## config.mk

```make
export PLATFORM = sky130hd
export DESIGN_NAME = vga_sync_gen_flat
export DESIGN_NICKNAME = d
export VERILOG_FILES = /design/src/rtl/vga_sync_gen_if.sv /design/src/rtl/vga_sync_gen.sv /design/src/flat_wrapper.sv
export SDC_FILE = /design/constraint.sdc
export NUM_CORES = 1
export LEC_CHECK = 0
export ABC_AREA = 1
export ABC_CLOCK_PERIOD_IN_PS = 1650
export CORE_UTILIZATION = 45
export DETAILED_ROUTE_END_ITERATION = 16
export PLACE_DENSITY = 0.72
export SKIP_CTS_REPAIR_TIMING = 1
export SLEW_MARGIN = 5
export SYNTH_ARGS = -nofsm -noshare
export SYNTH_HDL_FRONTEND = slang
export SYNTH_SLANG_ARGS = --single-unit
```

## constraint.sdc

```tcl
create_clock -name clk -period 1.65 [get_ports clk]
set_input_delay 0.33 -clock clk [delete_from_list [all_inputs] [get_ports clk]]
set_output_delay 0.33 -clock clk [all_outputs]
set_load 0.05 [all_outputs]
```

## src/rtl/vga_sync_gen_if.sv

```systemverilog
// Coordinate bus between the video timing generator and the graphics block.
// The generator publishes the scan position; the graphics block answers with a colour.
interface vga_sync_gen_if;
  logic       pixel_tick;
  logic [9:0] coord_x;
  logic [9:0] coord_y;
  logic       active_area;
  logic       line_start;
  logic       frame_start;
  logic [2:0] rgb_in;

  // No handshake: the graphics block simply follows the coord bus and must
  // present rgb_in before the end of the pixel period that shows its coord.
  modport master (
    output pixel_tick, coord_x, coord_y, active_area, line_start, frame_start,
    input  rgb_in
  );

  modport slave (
    input  pixel_tick, coord_x, coord_y, active_area, line_start, frame_start,
    output rgb_in
  );
endinterface

```

## src/rtl/vga_sync_gen.sv

```systemverilog
// Raster timing generator: pixel-rate divider, h/v scan counters, coord bus
// (stage A) and registered rgb/sync outputs one pixel period later (stage B).
module vga_sync_gen #(
  parameter int CLK_DIV         = 4,
  parameter int H_ACTIVE        = 640,
  parameter int H_FP            = 16,
  parameter int H_SYNC          = 96,
  parameter int H_BP            = 48,
  parameter int V_ACTIVE        = 480,
  parameter int V_FP            = 10,
  parameter int V_SYNC          = 2,
  parameter int V_BP            = 33,
  parameter int SYNC_ACTIVE_LOW = 1
) (
  input  logic             clk,
  input  logic             reset,
  vga_sync_gen_if.master   bus,
  output logic             hsync,
  output logic             vsync,
  output logic [2:0]       rgb_out
);

  localparam int H_TOTAL = H_ACTIVE + H_FP + H_SYNC + H_BP;
  localparam int V_TOTAL = V_ACTIVE + V_FP + V_SYNC + V_BP;
  localparam int DIV_W   = (CLK_DIV > 1) ? $clog2(CLK_DIV) : 1;

  localparam logic [DIV_W-1:0] DIV_LAST = DIV_W'(CLK_DIV - 1);
  localparam logic [9:0]       H_LAST   = 10'(H_TOTAL - 1);
  localparam logic [9:0]       V_LAST   = 10'(V_TOTAL - 1);

  // 11-bit bounds so a sync window ending exactly at 1024 still compares correctly.
  localparam logic [10:0] H_ACT_END  = 11'(H_ACTIVE);
  localparam logic [10:0] V_ACT_END  = 11'(V_ACTIVE);
  localparam logic [10:0] H_SYNC_BEG = 11'(H_ACTIVE + H_FP);
  localparam logic [10:0] H_SYNC_END = 11'(H_ACTIVE + H_FP + H_SYNC);
  localparam logic [10:0] V_SYNC_BEG = 11'(V_ACTIVE + V_FP);
  localparam logic [10:0] V_SYNC_END = 11'(V_ACTIVE + V_FP + V_SYNC);
  localparam logic        SYNC_IDLE  = (SYNC_ACTIVE_LOW != 0);

  logic [DIV_W-1:0] div_q, div_d;
  logic             tick;
  logic [9:0]       h_q, h_d;
  logic [9:0]       v_q, v_d;

  logic [9:0]       x_q, y_q;
  logic             act_q, act_d;
  logic             hs_raw_q, hs_raw_d;
  logic             vs_raw_q, vs_raw_d;
  logic             ls_q, fs_q;

  logic             hsync_q, vsync_q;
  logic [2:0]       rgb_q;

  assign tick = (div_q == DIV_LAST);

  always_comb begin
    div_d = tick ? '0 : div_q + 1'b1;
    h_d   = h_q;
    v_d   = v_q;
    if (tick) begin
      if (h_q == H_LAST) begin
        h_d = '0;
        v_d = (v_q == V_LAST) ? '0 : v_q + 1'b1;
      end else begin
        h_d = h_q + 1'b1;
      end
    end
    // Stage A decodes the post-advance position so it lands with the new coord.
    act_d    = ({1'b0, h_d} < H_ACT_END) && ({1'b0, v_d} < V_ACT_END);
    hs_raw_d = ({1'b0, h_d} >= H_SYNC_BEG) && ({1'b0, h_d} < H_SYNC_END);
    vs_raw_d = ({1'b0, v_d} >= V_SYNC_BEG) && ({1'b0, v_d} < V_SYNC_END);
  end

  always_ff @(posedge clk) begin
    if (reset) begin
      div_q    <= '0;
      h_q      <= H_LAST;
      v_q      <= V_LAST;
      x_q      <= '0;
      y_q      <= '0;
      act_q    <= 1'b0;
      hs_raw_q <= 1'b0;
      vs_raw_q <= 1'b0;
      ls_q     <= 1'b0;
      fs_q     <= 1'b0;
      hsync_q  <= SYNC_IDLE;
      vsync_q  <= SYNC_IDLE;
      rgb_q    <= 3'b000;
    end else begin
      div_q <= div_d;
      h_q   <= h_d;
      v_q   <= v_d;
      // Pulses are rewritten every clk so they stay one clk wide at any divide.
      ls_q  <= tick && (h_d == '0);
      fs_q  <= tick && (h_d == '0) && (v_d == '0);
      if (tick) begin
        x_q      <= h_d;
        y_q      <= v_d;
        act_q    <= act_d;
        hs_raw_q <= hs_raw_d;
        vs_raw_q <= vs_raw_d;
        rgb_q    <= act_q ? bus.rgb_in : 3'b000;
        hsync_q  <= hs_raw_q ^ SYNC_IDLE;
        vsync_q  <= vs_raw_q ^ SYNC_IDLE;
      end
    end
  end

  assign bus.pixel_tick  = tick;
  assign bus.coord_x     = x_q;
  assign bus.coord_y     = y_q;
  assign bus.active_area = act_q;
  assign bus.line_start  = ls_q;
  assign bus.frame_start = fs_q;

  assign hsync   = hsync_q;
  assign vsync   = vsync_q;
  assign rgb_out = rgb_q;

endmodule

```

## src/flat_wrapper.sv

```systemverilog
// flat-port wrapper written by rule: the top's interface ports become plain ports
module vga_sync_gen_flat 
#(
  parameter int CLK_DIV         = 4,
  parameter int H_ACTIVE        = 640,
  parameter int H_FP            = 16,
  parameter int H_SYNC          = 96,
  parameter int H_BP            = 48,
  parameter int V_ACTIVE        = 480,
  parameter int V_FP            = 10,
  parameter int V_SYNC          = 2,
  parameter int V_BP            = 33,
  parameter int SYNC_ACTIVE_LOW = 1
)
  (clk, reset, hsync, vsync, rgb_out, bus_pixel_tick, bus_coord_x, bus_coord_y, bus_active_area, bus_line_start, bus_frame_start, bus_rgb_in);
  vga_sync_gen_if bus_i ();
  input  logic clk;
  input  logic reset;
  output logic hsync;
  output logic vsync;
  output logic [2:0] rgb_out;
  output wire logic [$bits(bus_i.pixel_tick)-1:0] bus_pixel_tick;
  output wire logic [$bits(bus_i.coord_x)-1:0] bus_coord_x;
  output wire logic [$bits(bus_i.coord_y)-1:0] bus_coord_y;
  output wire logic [$bits(bus_i.active_area)-1:0] bus_active_area;
  output wire logic [$bits(bus_i.line_start)-1:0] bus_line_start;
  output wire logic [$bits(bus_i.frame_start)-1:0] bus_frame_start;
  input wire logic [$bits(bus_i.rgb_in)-1:0] bus_rgb_in;
  assign bus_pixel_tick = bus_i.pixel_tick;
  assign bus_coord_x = bus_i.coord_x;
  assign bus_coord_y = bus_i.coord_y;
  assign bus_active_area = bus_i.active_area;
  assign bus_line_start = bus_i.line_start;
  assign bus_frame_start = bus_i.frame_start;
  assign bus_i.rgb_in = bus_rgb_in;
  vga_sync_gen #(.CLK_DIV(CLK_DIV), .H_ACTIVE(H_ACTIVE), .H_FP(H_FP), .H_SYNC(H_SYNC), .H_BP(H_BP), .V_ACTIVE(V_ACTIVE), .V_FP(V_FP), .V_SYNC(V_SYNC), .V_BP(V_BP), .SYNC_ACTIVE_LOW(SYNC_ACTIVE_LOW)) u_core (.clk(clk), .reset(reset), .bus(bus_i), .hsync(hsync), .vsync(vsync), .rgb_out(rgb_out));
endmodule
```

# After elaboration in Yosys (flattened, before gate mapping)
# Index checks and enable logic that the tools add are counted.
totals:
  reg_bits: 52
  inputBits: 5
  output_inout_bits: 29
  wordCells: 41
op_classes:
  addsub: 3
  n_lt_le_gt_ge: 6
  n_eq_ne: 3
  mux: 6
  n_bitwise: 2
  reduce_logical: 8
ops:
  columns: ["operator", "count"]
  rows:
  - ["two-way mux 10 bit", 5]
  - ["adder 10 x 1 -> 10 bit (second input constant)", 2]
  - ["equality test 10 bit (second input constant)", 2]
  - ["logical NOT 10 bit", 2]
  - ["less-than comparator 10 bit (second input constant)", 2]
  - ["less-than comparator 10 x 9 -> 1 bit (second input constant)", 2]
  - [">= comparator 10 bit (second input constant)", 1]
  - [">= comparator 10 x 9 -> 1 bit (second input constant)", 1]
  - ["logical AND 1 bit", 5]
  - ["two-way mux 3 bit", 1]
  - ["adder 2 x 1 -> 2 bit (second input constant)", 1]
  - ["equality test 2 bit (second input constant)", 1]
  - ["NOT 1 bit", 2]
  - ["OR reduction 2 bit", 1]

# Longest topological paths before layout
# Gate-level depths: netlist of the first run.
logic_depth:
  ltp_word: 6
  ltp_mapped: 14
  ltp_nobuf: 14

# Worst setup path after synthesis of the first run
# No wires, ideal clock.
synth_timing:
  path_kind: "flip-flop to flip-flop"
  start: "reg u_core.div_q[0]"
  end: "reg u_core.fs_q (netlist: u_core.bus.frame_start)"
  setup_time_ns: 0.064
  t_arrival_ns: 1.864
  t_required_ns: 1.586
  setup_slack_ns: -0.278
  path_stages_with_launch: 11
  n_path_buf: 1
  synth_period_minus_slack_ns: 1.928
  path_cell_list: "dfxtp_1 ha_1 buf_2 nand2_1 xor2_1 nand2_1 nor2_1 nand2_1 nor2_1 nand3_1 nor2_1"
synth_between:
  elab_chain_cells: 5
  word_cells_on_any_way: 7
  classes_between: "1 x eq/ne; 2 x mux; 4 x reduce/logical"
synth_rtl:
  columns: ["item", "line", "text"]
  rows:
  - ["start: declaration", "vga_sync_gen.sv:40", "logic [DIV_W-1:0] div_q, div_d;"]
  - ["start signal: assignment", "vga_sync_gen.sv:90", "div_q <= div_d;"]
  - ["equality test 2 bit *", "vga_sync_gen.sv:54", "assign tick = (div_q == DIV_LAST);"]
  - ["net bus_pixel_tick", "flat_wrapper.sv:22", "output wire logic [$bits(bus_i.pixel_tick)-1:0] bus_pixel_tick;"]
  - ["two-way mux 10 bit", "vga_sync_gen.sv:60", "if (tick) begin"]
  - ["logical NOT 10 bit", "vga_sync_gen.sv:95", "fs_q <= tick && (h_d == '0) && (v_d == '0);"]
  - ["logical AND 1 bit", "vga_sync_gen.sv:95", null]
  - ["logical AND 1 bit *", "vga_sync_gen.sv:95", null]
  - ["end signal: assignment", "vga_sync_gen.sv:95", null]
  - ["end: declaration", "vga_sync_gen.sv:49", "logic ls_q, fs_q;"]
# The timed path passes the listed nets; every way through them passes the cells marked *.
# A chain may end at the register's enable or synchronous reset.

# Worst setup path after layout of the first run
layout_timing:
  start: "reg u_core.h_q[1]"
  end: "reg u_core.act_q (netlist: u_core.bus.active_area)"
layout_between:
  elab_chain_cells: 5
  word_cells_on_any_way: 9
  classes_between: "1 x add/sub; 2 x order compare; 1 x eq/ne; 4 x mux; 1 x reduce/logical"
layout_rtl:
  columns: ["item", "line", "text"]
  rows:
  - ["start: declaration", "vga_sync_gen.sv:42", "logic [9:0] h_q, h_d;"]
  - ["start signal: assignment", "vga_sync_gen.sv:77", "h_q <= H_LAST;"]
  - ["start signal: assignment", "vga_sync_gen.sv:91", "h_q <= h_d;"]
  - ["adder 10 x 1 -> 10 bit / equality test 10 bit (equally long branches)", "vga_sync_gen.sv:65, vga_sync_gen.sv:61", null]
  - ["two-way mux 10 bit", "vga_sync_gen.sv:61", "if (h_q == H_LAST) begin"]
  - ["two-way mux 10 bit", "vga_sync_gen.sv:60", null]
  - ["less-than comparator 10 bit / less-than comparator 10 x 9 -> 1 bit (equally long branches)", "vga_sync_gen.sv:69", "act_d = ({1'b0, h_d} < H_ACT_END) && ({1'b0, v_d} < V_ACT_END);"]
  - ["logical AND 1 bit *", "vga_sync_gen.sv:69", null]
  - ["end signal: assignment", "vga_sync_gen.sv:99", "act_q <= act_d;"]
  - ["end: declaration", "vga_sync_gen.sv:46", "logic act_q, act_d;"]
# Mark *: on every way between the ends. The rest lies on a longest branch, timed or not.

==> results_tabular.tex, run 1 <==
\begin{tabular}{lr}
\hline
Metric & Value \\
\hline
\multicolumn{2}{l}{\textbf{Critical path}} \\
\quad Critical path launch point type & register \\
\quad Launch point of the worst path & u\_core.h\_q[1]\$\_SDFF\_PP1\_ \\
\quad Worst r2r src & u\_core.h\_q[1]\$\_SDFF\_PP1\_ \\
\quad CP Data Required Time & 1.85 ns \\
\quad Worst reg-to-reg path cell count & 10 \\
\quad Critical path arrival & around 2.0 ns \\
\quad Reg-to-reg setup timing slack & -0.11 ns \\
\quad Endpoint of the most critical setup path & u\_core.bus.active\_area\$\_SDFFE\_PP0P\_ \\
\quad CP Class & register to register \\
\quad Worst-path maximum fanout & 3 \\
\quad Endpoint class of the critical path & register \\
\quad Terminus of the critical flop-to-flop path & u\_core.bus.active\_area\$\_SDFFE\_PP0P\_ \\
\multicolumn{2}{l}{\textbf{Drt}} \\
\quad Met1 layer wirelength in the final routing & around 3100 um \\
\quad Via-per-instance ratio & 4.98 \\
\quad Post-route DRC & 0 \\
\quad Total length of routed wires & 6570 um \\
\quad Met3 wire length & 232 um \\
\quad 1st-pass router iterations & 5 \\
\quad Top Layer Used & met4 \\
\quad Vias after detailed routing & 2430 \\
\quad Average detailed-routed wire length per instance & 13.5 um \\
\quad Routed met2 length & 3120 um \\
\quad Final ANT Viol Nets & 0 \\
\quad DRC violation total after the first TritonRoute iteration & 137 \\
\multicolumn{2}{l}{\textbf{Global route}} \\
\quad Via count of the first global-routing pass & between 2000 and 2500 \\
\quad Wire length of the first global-routing pass & 10500 um \\
\quad Largest net degree at the start of global routing & 17 \\
\quad Number of antenna violations at the first check in global routing & 0 \\
\quad Total routing usage reported by global routing & a little under a quarter \\
\quad Gr ovfl total & 0 \\
\multicolumn{2}{l}{\textbf{Worst hold path}} \\
\quad Hold crit path type & register to register \\
\multicolumn{2}{l}{\textbf{Final layout}} \\
\quad Final core area utilization & 66.1\% \\
\quad Layout overhead on the synthesized area & 39.0\% \\
\quad Most used cells in the layout excluding fill and tap cells & 94 x sky130\_fd\_sc\_hd\_\_nand2\_1, 73 x sky130\_fd\_sc\_hd\_\_buf\_4, 46 x sky130\_fd\_sc\_hd\_\_dfxtp\_1 \\
\quad Number of nets in the layout & 426 \\
\quad Commonest non-fill, non-tap cell in the layout & sky130\_fd\_sc\_hd\_\_nand2\_1 \\
\quad Fraction of layout cells with a size suffix above 1 & 37.3\% \\
\quad Non-filler cells, final & between 400 and 500 \\
\quad Antenna diode instance count & 0 \\
\multicolumn{2}{l}{\textbf{Timing}} \\
\quad Minimum setup slack in the final design & -0.106 ns \\
\quad Worst slew margin relative to its limit & between 80 and 90\% \\
\quad Final Cycle Share & 106\% \\
\quad Worst-margin pin slew & 0.281 ns \\
\quad Number of endpoints with negative hold slack in the final report & 0 \\
\quad Final slew viol count & 0 \\
\quad Setup repair after global routing missed its margin & true \\
\quad F\_max & around 0.57 GHz \\
\quad Final setup violation count & 3 \\
\quad Clock skew after layout & 0.00687 ns \\
\quad Aggregate negative setup slack & -0.188 ns \\
\quad Post-layout minimum cycle time & between 1.5 and 2 ns \\
\multicolumn{2}{l}{\textbf{Placement}} \\
\quad DP Wirelength & 4560 um \\
\quad Worst setup slack before clock tree synthesis & -0.0941 ns \\
\quad Cell Count Post-Placement & between 400 and 500 \\
\quad Final weighted congestion in routability-driven placement & $\sim$0.9 \\
\quad Count of port buffers added during placement & 33 \\
\multicolumn{2}{l}{\textbf{Clock tree}} \\
\quad CTS Buf Count & 5 \\
\quad Sinks on Clock Net & 52 \\
\quad Number of buffers between clock root and the deepest sink & 2 \\
\quad Clock latency on the worst-skew pair & 0.31 ns \\
\quad Register clock-pin slew on the reported worst setup and hold paths & 0.10 ns \\
\quad Root Driver & sky130\_fd\_sc\_hd\_\_clkbuf\_8 \\
\quad \# H-tree levels & 2 \\
\quad CTS tree & done \\
\multicolumn{2}{l}{\textbf{Power and ir drop}} \\
\quad Power per Cell Area & 839 mW/mm\^{}2 \\
\quad Flop pwr share & a little under half \\
\quad Combinational share of power & 28.2\% \\
\quad Switching share of power & 32.6\% \\
\quad Part of the power in the clock network & 25.6\% \\
\quad Internal power consumption & between 1500 and 2000 uW \\
\quad Leakage & around 0.0017 uW \\
\quad Final Power & 2890 uW \\
\quad Max IR drop VDD & 0.000573 V \\
\quad NetSw & roughly 940 uW \\
\multicolumn{2}{l}{\textbf{Job}} \\
\quad Count of max-cap constraint violations & 0 \\
\multicolumn{2}{l}{\textbf{Floorplanning}} \\
\quad Horizontal die dimension & around 76 um \\
\quad DIE AREA & 0.00580 sq mm \\
\quad Die Y-Extent & 76.2 um \\
\quad Placeable Area & 0.00520 sq mm \\
\quad Row Count & 26 \\
\quad Initial core utilization & between 40\% and 50\% \\
\quad Top-level port count & 34 \\
\multicolumn{2}{l}{\textbf{Synthesis}} \\
\quad Yosys warning count & 0 \\
\quad Cell area after synthesis & $\sim$0.0025 sq mm \\
\quad Synth top area share & 42.0\% \\
\quad Mean cell area of the mapped netlist & 7.37 sq um \\
\quad Count of distinct cell types in the synthesized netlist & 32 \\
\quad Gate count after technology mapping & between 300 and 400 \\
\quad Leading post-synthesis cells by cell area & sky130\_fd\_sc\_hd\_\_dfxtp\_1 42\%, sky130\_fd\_sc\_hd\_\_nand2\_1 15\%, sky130\_fd\_sc\_hd\_\_inv\_1 5.0\%, sky130\_fd\_sc\_hd\_\_o21ai\_0 4.9\%, sky130\_fd\_sc\_hd\_\_nand3\_1 4.6\% \\
\quad Portion of the post-synthesis area used by sequential elements & between 40\% and 50\% \\
\quad Synthesized net count & 345 \\
\quad Largest area contributor in the netlist & sky130\_fd\_sc\_hd\_\_dfxtp\_1 \\
\quad Synthesis-stage register bit count & 52 \\
\multicolumn{2}{l}{\textbf{Run status}} \\
\quad Run status & finished with violations \\
\quad Failing checks & negative setup slack \\
\hline
\end{tabular}
==> metal layers <==
| layer | track usage [%] | up-vias |
|---|---|---|
| met4 | 10.2 | 0 |
| li1 | - | 1244 |
| met5 | 0 | - |
| met2 | 37.6 | 67 |
| met3 | 3.83 | 15 |
| met1 | 29.8 | 1104 |
==> cell families (layout without fill, tap and decap cells) <==
group	after synthesis	after routing	synth area share (%)
AND/OR/NAND/NOR	192	193	38.4
AO/OA/AOI/OAI	43	43	9.65
buffers and inverters	44	125	7.58
flip-flops	52	52	42.0
adder cells (fa/ha/maj)	4	4	2.02
XOR/XNOR	1	1	0.354
==> power groups by stage <==
| stage | combinational (uW) | sequential (uW) | clock (uW) |
|---|---|---|---|
| after floorplan | 394 | 1410 | 0 |
| after global placement | 682 | 1360 | 0 |
| after detailed placement | 693 | 1360 | 0 |
| after CTS | 701 | 1330 | 752 |
| after global routing | 871 | 1340 | 802 |
| final | 814 | 1330 | 738 |
==> area by class of cell <==
| type | instances | area, sq um |
|---|---|---|
| well taps | 70 | 87.6 |
| flip-flops and latches | 52 | 1050 |
| inverters | 35 | 131 |
| repair buffers | 82 | 688 |
| clock inverters | 3 | 18.8 |
| fillers | 455 | 1760 |
| clock buffers | 5 | 68.8 |
| multi-input cells | 241 | 1400 |
==> worst min-delay path by stage <==
stage	startpoint	end	slack, ns	depth (start not counted)
after floorplan	u_core.hs_raw_q$_SDFFE_PP0P_	u_core.hsync$_SDFFE_PP1P_	0.41	1
after global placement	u_core.hs_raw_q$_SDFFE_PP0P_	u_core.hsync$_SDFFE_PP1P_	0.42	1
after detailed placement	u_core.vs_raw_q$_SDFFE_PP0P_	u_core.vsync$_SDFFE_PP1P_	0.43	1
after CTS	u_core.vs_raw_q$_SDFFE_PP0P_	u_core.vsync$_SDFFE_PP1P_	0.47	1
after global routing	u_core.rgb_out[0]$_SDFFE_PP0P_	u_core.rgb_out[0]$_SDFFE_PP0P_	0.49	1
final	u_core.vs_raw_q$_SDFFE_PP0P_	u_core.vsync$_SDFFE_PP1P_	0.46	1
==> worst max-delay path, cell delays in order, from the launching register on <==
cell and delay [ns]:
sky130_fd_sc_hd__dfxtp_2 0.37, sky130_fd_sc_hd__ha_4 0.16, sky130_fd_sc_hd__nand3_2 0.11, sky130_fd_sc_hd__nor2_4 0.18, sky130_fd_sc_hd__nand2_1 0.11, sky130_fd_sc_hd__o21ai_2 0.20, sky130_fd_sc_hd__nand3_2 0.12, sky130_fd_sc_hd__a21oi_2 0.17
sky130_fd_sc_hd__nor2_1 0.08, sky130_fd_sc_hd__o21ai_2 0.08, sky130_fd_sc_hd__nand2_1 0.07
==> cell usage after synthesis <==
master	count
sky130_fd_sc_hd__and2_1	1
sky130_fd_sc_hd__dfxtp_1	52
sky130_fd_sc_hd__xor2_1	1
sky130_fd_sc_hd__inv_1	33
sky130_fd_sc_hd__clkbuf_1	4
sky130_fd_sc_hd__nor2_2	6
sky130_fd_sc_hd__nand4_2	2
sky130_fd_sc_hd__nand3_2	7
sky130_fd_sc_hd__buf_8	1
sky130_fd_sc_hd__nand3_1	23
sky130_fd_sc_hd__buf_2	3
sky130_fd_sc_hd__nor2_1	30
sky130_fd_sc_hd__o21a_1	1
sky130_fd_sc_hd__a32o_1	3
sky130_fd_sc_hd__o21ai_0	24
sky130_fd_sc_hd__nand3b_1	2
sky130_fd_sc_hd__a21oi_1	6
sky130_fd_sc_hd__nand4_1	4
sky130_fd_sc_hd__inv_2	2
sky130_fd_sc_hd__o21ai_1	6
sky130_fd_sc_hd__a31oi_1	1
sky130_fd_sc_hd__nor3_2	1
sky130_fd_sc_hd__nor2_4	3
sky130_fd_sc_hd__buf_6	1
sky130_fd_sc_hd__nand2_4	2
sky130_fd_sc_hd__nand2_2	10
sky130_fd_sc_hd__a21o_1	1
sky130_fd_sc_hd__nor3_1	2
sky130_fd_sc_hd__nand2_1	97
sky130_fd_sc_hd__nor2_8	2
sky130_fd_sc_hd__ha_1	4
sky130_fd_sc_hd__o21bai_1	1
==> state kept, by name, indices dropped and copies added (netlist names), 2 cells and up <==
name                count
u_core.rgb_out          3
u_core.bus.coord_x     10
u_core.h_q             10
u_core.v_q             10
u_core.div_q            2
u_core.bus.coord_y     10
==> through the flow <==
step,area [sq um],hold slack (ns)
3_3_place_gp,3160,0.423
3_5_place_dp,3160,0.434
5_1_grt,3440,0.491
4_1_cts,3250,0.465
2_1_floorplan,2490,0.407
6_report,3440,0.461
Power figures use the tool's default switching activity.
==> run 2: changes to the inputs <==
--- a/config.mk
+++ b/config.mk
@@ -15,3 +15,4 @@
 export SYNTH_ARGS = -nofsm -noshare
 export SYNTH_HDL_FRONTEND = slang
 export SYNTH_SLANG_ARGS = --single-unit
+export TNS_END_PERCENT = 30
==> results of run 2 <==
The final DEF is identical to that of run 1; final timing and power are the same.
==> run 3: changes to the inputs <==
--- a/config.mk
+++ b/config.mk
@@ -5,7 +5,7 @@
 export SDC_FILE = /design/constraint.sdc
 export NUM_CORES = 1
 export LEC_CHECK = 0
-export ABC_AREA = 1
+export ABC_AREA = 0
 export ABC_CLOCK_PERIOD_IN_PS = 1650
 export CORE_UTILIZATION = 45
 export DETAILED_ROUTE_END_ITERATION = 16
==> run 3 against run 2 <==
The run ends with design-rule violations, negative setup slack left. Clock power up 11%. Clock-buffer cell count unchanged. Sequential power about the same. Largest cell class unchanged. Highest routed layer unchanged.
==> results_tabular.tex, run 3 <==
\begin{tabular}{lr}
\hline
Metric & Value \\
\hline
\multicolumn{2}{l}{\textbf{Drt}} \\
\quad Via-per-instance ratio & 5.47 \\
\quad Average detailed-routed wire length per instance & around 15 um \\
\quad Vias after detailed routing & between 2000 and 3000 \\
\quad Final ANT Viol Nets & 0 \\
\quad DRC violation total after the first TritonRoute iteration & 138 \\
\quad Total length of routed wires & 7290 um \\
\quad 1st-pass router iterations & 10 \\
\quad Post-route DRC & 2 \\
\multicolumn{2}{l}{\textbf{Synthesis}} \\
\quad Synthesis-stage register bit count & 52 \\
\quad Gate count after technology mapping & 311 \\
\quad Cell with the most instances after synthesis & sky130\_fd\_sc\_hd\_\_dfxtp\_1 \\
\quad Synth top area share & 40.8\% \\
\quad Mean cell area of the mapped netlist & 8.21 sq um \\
\quad Largest area contributor in the netlist & sky130\_fd\_sc\_hd\_\_dfxtp\_1 \\
\quad Portion of the post-synthesis area used by sequential elements & 40.8\% \\
\quad Number of enable-type register cells in the synthesized netlist & 0 \\
\quad Synthesized net count & 320 \\
\quad Most used flip-flop cell after synthesis & sky130\_fd\_sc\_hd\_\_dfxtp\_1 \\
\quad Leading post-synthesis cells by cell area & sky130\_fd\_sc\_hd\_\_dfxtp\_1 41\%, sky130\_fd\_sc\_hd\_\_nor2\_1 5.1\%, sky130\_fd\_sc\_hd\_\_a21oi\_1 4.5\%, sky130\_fd\_sc\_hd\_\_o21ai\_0 3.7\%, sky130\_fd\_sc\_hd\_\_nand2\_1 3.2\% \\
\quad Yosys warning count & 0 \\
\quad Cell area after synthesis & between 0.002 and 0.003 sq mm \\
\quad Count of distinct cell types in the synthesized netlist & between 40 and 50 \\
\quad Share of flip-flops with an asynchronous set or reset after synthesis & 0\% \\
\quad Top cells by instance count after synthesis & 52 x sky130\_fd\_sc\_hd\_\_dfxtp\_1, 35 x sky130\_fd\_sc\_hd\_\_nor2\_1, 23 x sky130\_fd\_sc\_hd\_\_a21oi\_1, 22 x sky130\_fd\_sc\_hd\_\_nand2\_1, 19 x sky130\_fd\_sc\_hd\_\_o21ai\_0 \\
\multicolumn{2}{l}{\textbf{Critical path}} \\
\quad Reg-to-reg setup timing slack & -0.39 ns \\
\quad Maximum single-stage delay on the critical path & around 0.37 ns \\
\quad Critical path launch point type & register \\
\quad Endpoint class of the critical path & register \\
\quad Worst reg-to-reg path cell count & 10 \\
\quad CP Class & register to register \\
\quad Slowest cell on the critical path & sky130\_fd\_sc\_hd\_\_dfxtp\_2 \\
\quad Critical Path, Cell by Cell & ha\_4 -> buf\_4 -> buf\_6 -> nand4\_1 -> buf\_4 -> nor4\_1 -> o21ai\_1 -> buf\_4 -> a21oi\_1 -> o31ai\_1 \\
\quad Terminus of the critical flop-to-flop path & u\_core.bus.active\_area\$\_SDFFE\_PP0P\_ \\
\quad Worst r2r src & u\_core.div\_q[0]\$\_SDFF\_PP0\_ \\
\quad Worst path most repeated cell & sky130\_fd\_sc\_hd\_\_buf\_4 \\
\quad CP Data Required Time & 1.87 ns \\
\quad Critical path arrival & 2.26 ns \\
\quad Worst-path maximum fanout & 9 \\
\multicolumn{2}{l}{\textbf{Run status}} \\
\quad Failing checks & design-rule violations, negative setup slack \\
\quad Run status & finished with violations \\
\multicolumn{2}{l}{\textbf{Power and ir drop}} \\
\quad Power per Cell Area & between 800 and 900 mW/mm\^{}2 \\
\quad Max IR drop VDD & 0.000625 V \\
\quad Leakage & 0.00157 uW \\
\multicolumn{2}{l}{\textbf{Clock tree}} \\
\quad Register clock-pin slew on the reported worst setup and hold paths & $\sim$0.11 ns \\
\quad Sinks on Clock Net & 52 \\
\quad CTS tree & done \\
\quad Clock latency on the worst-skew pair & about 0.33 ns \\
\quad CTS Buf Count & 5 \\
\quad Number of buffers between clock root and the deepest sink & 2 \\
\quad \# H-tree levels & 2 \\
\quad Root Driver & sky130\_fd\_sc\_hd\_\_clkbuf\_8 \\
\multicolumn{2}{l}{\textbf{Global route}} \\
\quad Wire length of the first global-routing pass & roughly 11000 um \\
\quad Total routing usage reported by global routing & 23.3\% \\
\quad Gr ovfl total & 0 \\
\quad Via count of the first global-routing pass & roughly 2400 \\
\quad Number of antenna violations at the first check in global routing & 0 \\
\quad Largest net degree at the start of global routing & 34 \\
\multicolumn{2}{l}{\textbf{Timing}} \\
\quad F\_max & 0.490 GHz \\
\quad Setup repair after global routing missed its margin & true \\
\quad Final slew viol count & 0 \\
\quad Minimum setup slack in the final design & -0.393 ns \\
\quad Hold WS & 0.446 ns \\
\quad Worst slew margin relative to its limit & 73.2\% \\
\quad Aggregate negative setup slack & -5.04 ns \\
\quad Final Cycle Share & 124\% \\
\quad Clock skew after layout & 0.0156 ns \\
\quad Final setup violation count & 27 \\
\quad Number of endpoints with negative hold slack in the final report & 0 \\
\quad Post-layout minimum cycle time & around 2.0 ns \\
\quad Worst-margin pin slew & 0.401 ns \\
\multicolumn{2}{l}{\textbf{Final layout}} \\
\quad Antenna diode instance count & 0 \\
\quad Final core area utilization & 70.7\% \\
\quad Filler cell count in the final layout & 429 \\
\quad Most used cells in the layout excluding fill and tap cells & 105 x sky130\_fd\_sc\_hd\_\_buf\_4, 45 x sky130\_fd\_sc\_hd\_\_dfxtp\_1, 34 x sky130\_fd\_sc\_hd\_\_nor2\_1 \\
\quad Layout overhead on the synthesized area & 51.7\% \\
\quad Fraction of layout cells with a size suffix above 1 & 42.5\% \\
\quad Number of nets in the layout & 420 \\
\quad Non-filler cells, final & about 480 \\
\quad Commonest non-fill, non-tap cell in the layout & sky130\_fd\_sc\_hd\_\_buf\_4 \\
\multicolumn{2}{l}{\textbf{Job}} \\
\quad Count of max-cap constraint violations & 0 \\
\multicolumn{2}{l}{\textbf{Worst hold path}} \\
\quad Hold crit path type & register to register \\
\quad Number of stages on the worst hold path & 1 \\
\quad Startpoint of the worst hold path & u\_core.div\_q[0]\$\_SDFF\_PP0\_ \\
\quad WHS Endpoint & u\_core.div\_q[0]\$\_SDFF\_PP0\_ \\
\multicolumn{2}{l}{\textbf{Floorplanning}} \\
\quad Die Y-Extent & 77.3 um \\
\quad Row Count & 27 \\
\quad Top-level port count & 34 \\
\quad DIE AREA & $\sim$0.006 sq mm \\
\quad Horizontal die dimension & 77.3 um \\
\quad Initial core utilization & a little under half \\
\quad Placeable Area & 0.00547 sq mm \\
\multicolumn{2}{l}{\textbf{Placement}} \\
\quad Cell Count Post-Placement & 470 \\
\quad Final weighted congestion in routability-driven placement & 0.883 \\
\quad DP Wirelength & 4990 um \\
\quad Count of port buffers added during placement & 33 \\
\hline
\end{tabular}
==> run 3: cell count changes in the layout (fill, tap and decap cells not counted), moves of 12 or more <==
cell	previous run	this run
sky130_fd_sc_hd__nand2_1	94	20
sky130_fd_sc_hd__nand3_2	16	3
sky130_fd_sc_hd__buf_4	73	105
sky130_fd_sc_hd__nand2_2	13	1
sky130_fd_sc_hd__a21oi_1	5	19
sky130_fd_sc_hd__inv_1	33	5
==> run 3: logic make-up (layout without fill, tap and decap cells) <==
kind of cell	Yosys count	in the layout	share of synthesized area [%]
adder cells (fa/ha/maj)	4	4	1.96
XOR/XNOR	10	10	3.43
buffers and inverters	30	131	4.95
multiplexers	3	3	1.18
AO/OA/AOI/OAI	75	75	18.5
flip-flops	52	52	40.8
AND/OR/NAND/NOR	137	137	29.2
==> run 3: worst max path at each step <==
stage / from / end / slack [ns] / cells after the start
after floorplan: u_core.div_q[1]$_SDFF_PP0_ / u_core.vs_raw_q$_SDFFE_PP0P_ / -0.46 / 8
after global placement: u_core.div_q[0]$_SDFF_PP0_ / u_core.bus.frame_start$_SDFF_PP0_ / -0.49 / 7
after detailed placement: u_core.div_q[0]$_SDFF_PP0_ / u_core.bus.frame_start$_SDFF_PP0_ / -0.44 / 7
after CTS: u_core.div_q[0]$_SDFF_PP0_ / u_core.bus.frame_start$_SDFF_PP0_ / -0.49 / 7
after global routing: u_core.h_q[7]$_SDFF_PP0_ / u_core.vs_raw_q$_SDFFE_PP0P_ / -0.50 / 6
final: u_core.div_q[0]$_SDFF_PP0_ / u_core.bus.active_area$_SDFFE_PP0P_ / -0.39 / 10
==> run 3: cell type report <==
type,instances,area (sq um),area share [%]
Timing Repair Buffer,118,956,24.7
Clock inverter,3,28.8,0.743
Clock buffer,5,68.8,1.78
Tap cell,72,90.1,2.33
Multi-Input combinational cell,229,1660,42.9
Sequential cell,52,1050,27.1
Inverter,5,18.8,0.485
==> run 3: worst max-delay path, delay by kind of cell (launching register included) <==
family          cells  cell delay [ns]
buf+inv             4             0.56
simple gates        2             0.43
compound gates      3             0.43
flops               1             0.37
fa+ha+maj           1             0.14
==> run 3: power by group <==
part	switching, uW	total (uW)	internal (uW)
logic	550	1010	457
registers	46.4	1360	1320
clock network	496	818	322
total	1090	3190	2100
==> run 3: layer usage <==
| metal | routed length, um | global-route usage, % | up-vias |
|---|---|---|---|
| li1 | - | - | 1327 |
| met3 | 355 | 5.00 | 8 |
| met2 | 3460 | 38.1 | 69 |
| met1 | 3370 | 30.2 | 1245 |
| met5 | 0 | 0 | - |
| met4 | 107 | 8.11 | 0 |
==> run 3: metrics by stage <==
step,total power [uW],instance area [sq um],setup WS (ns)
finish,3190,3870,-0.393
detailed placement,2250,3470,-0.443
global placement,2230,3470,-0.487
CTS,3050,3570,-0.485
floorplan,1900,2650,-0.462
global route,3330,3870,-0.500
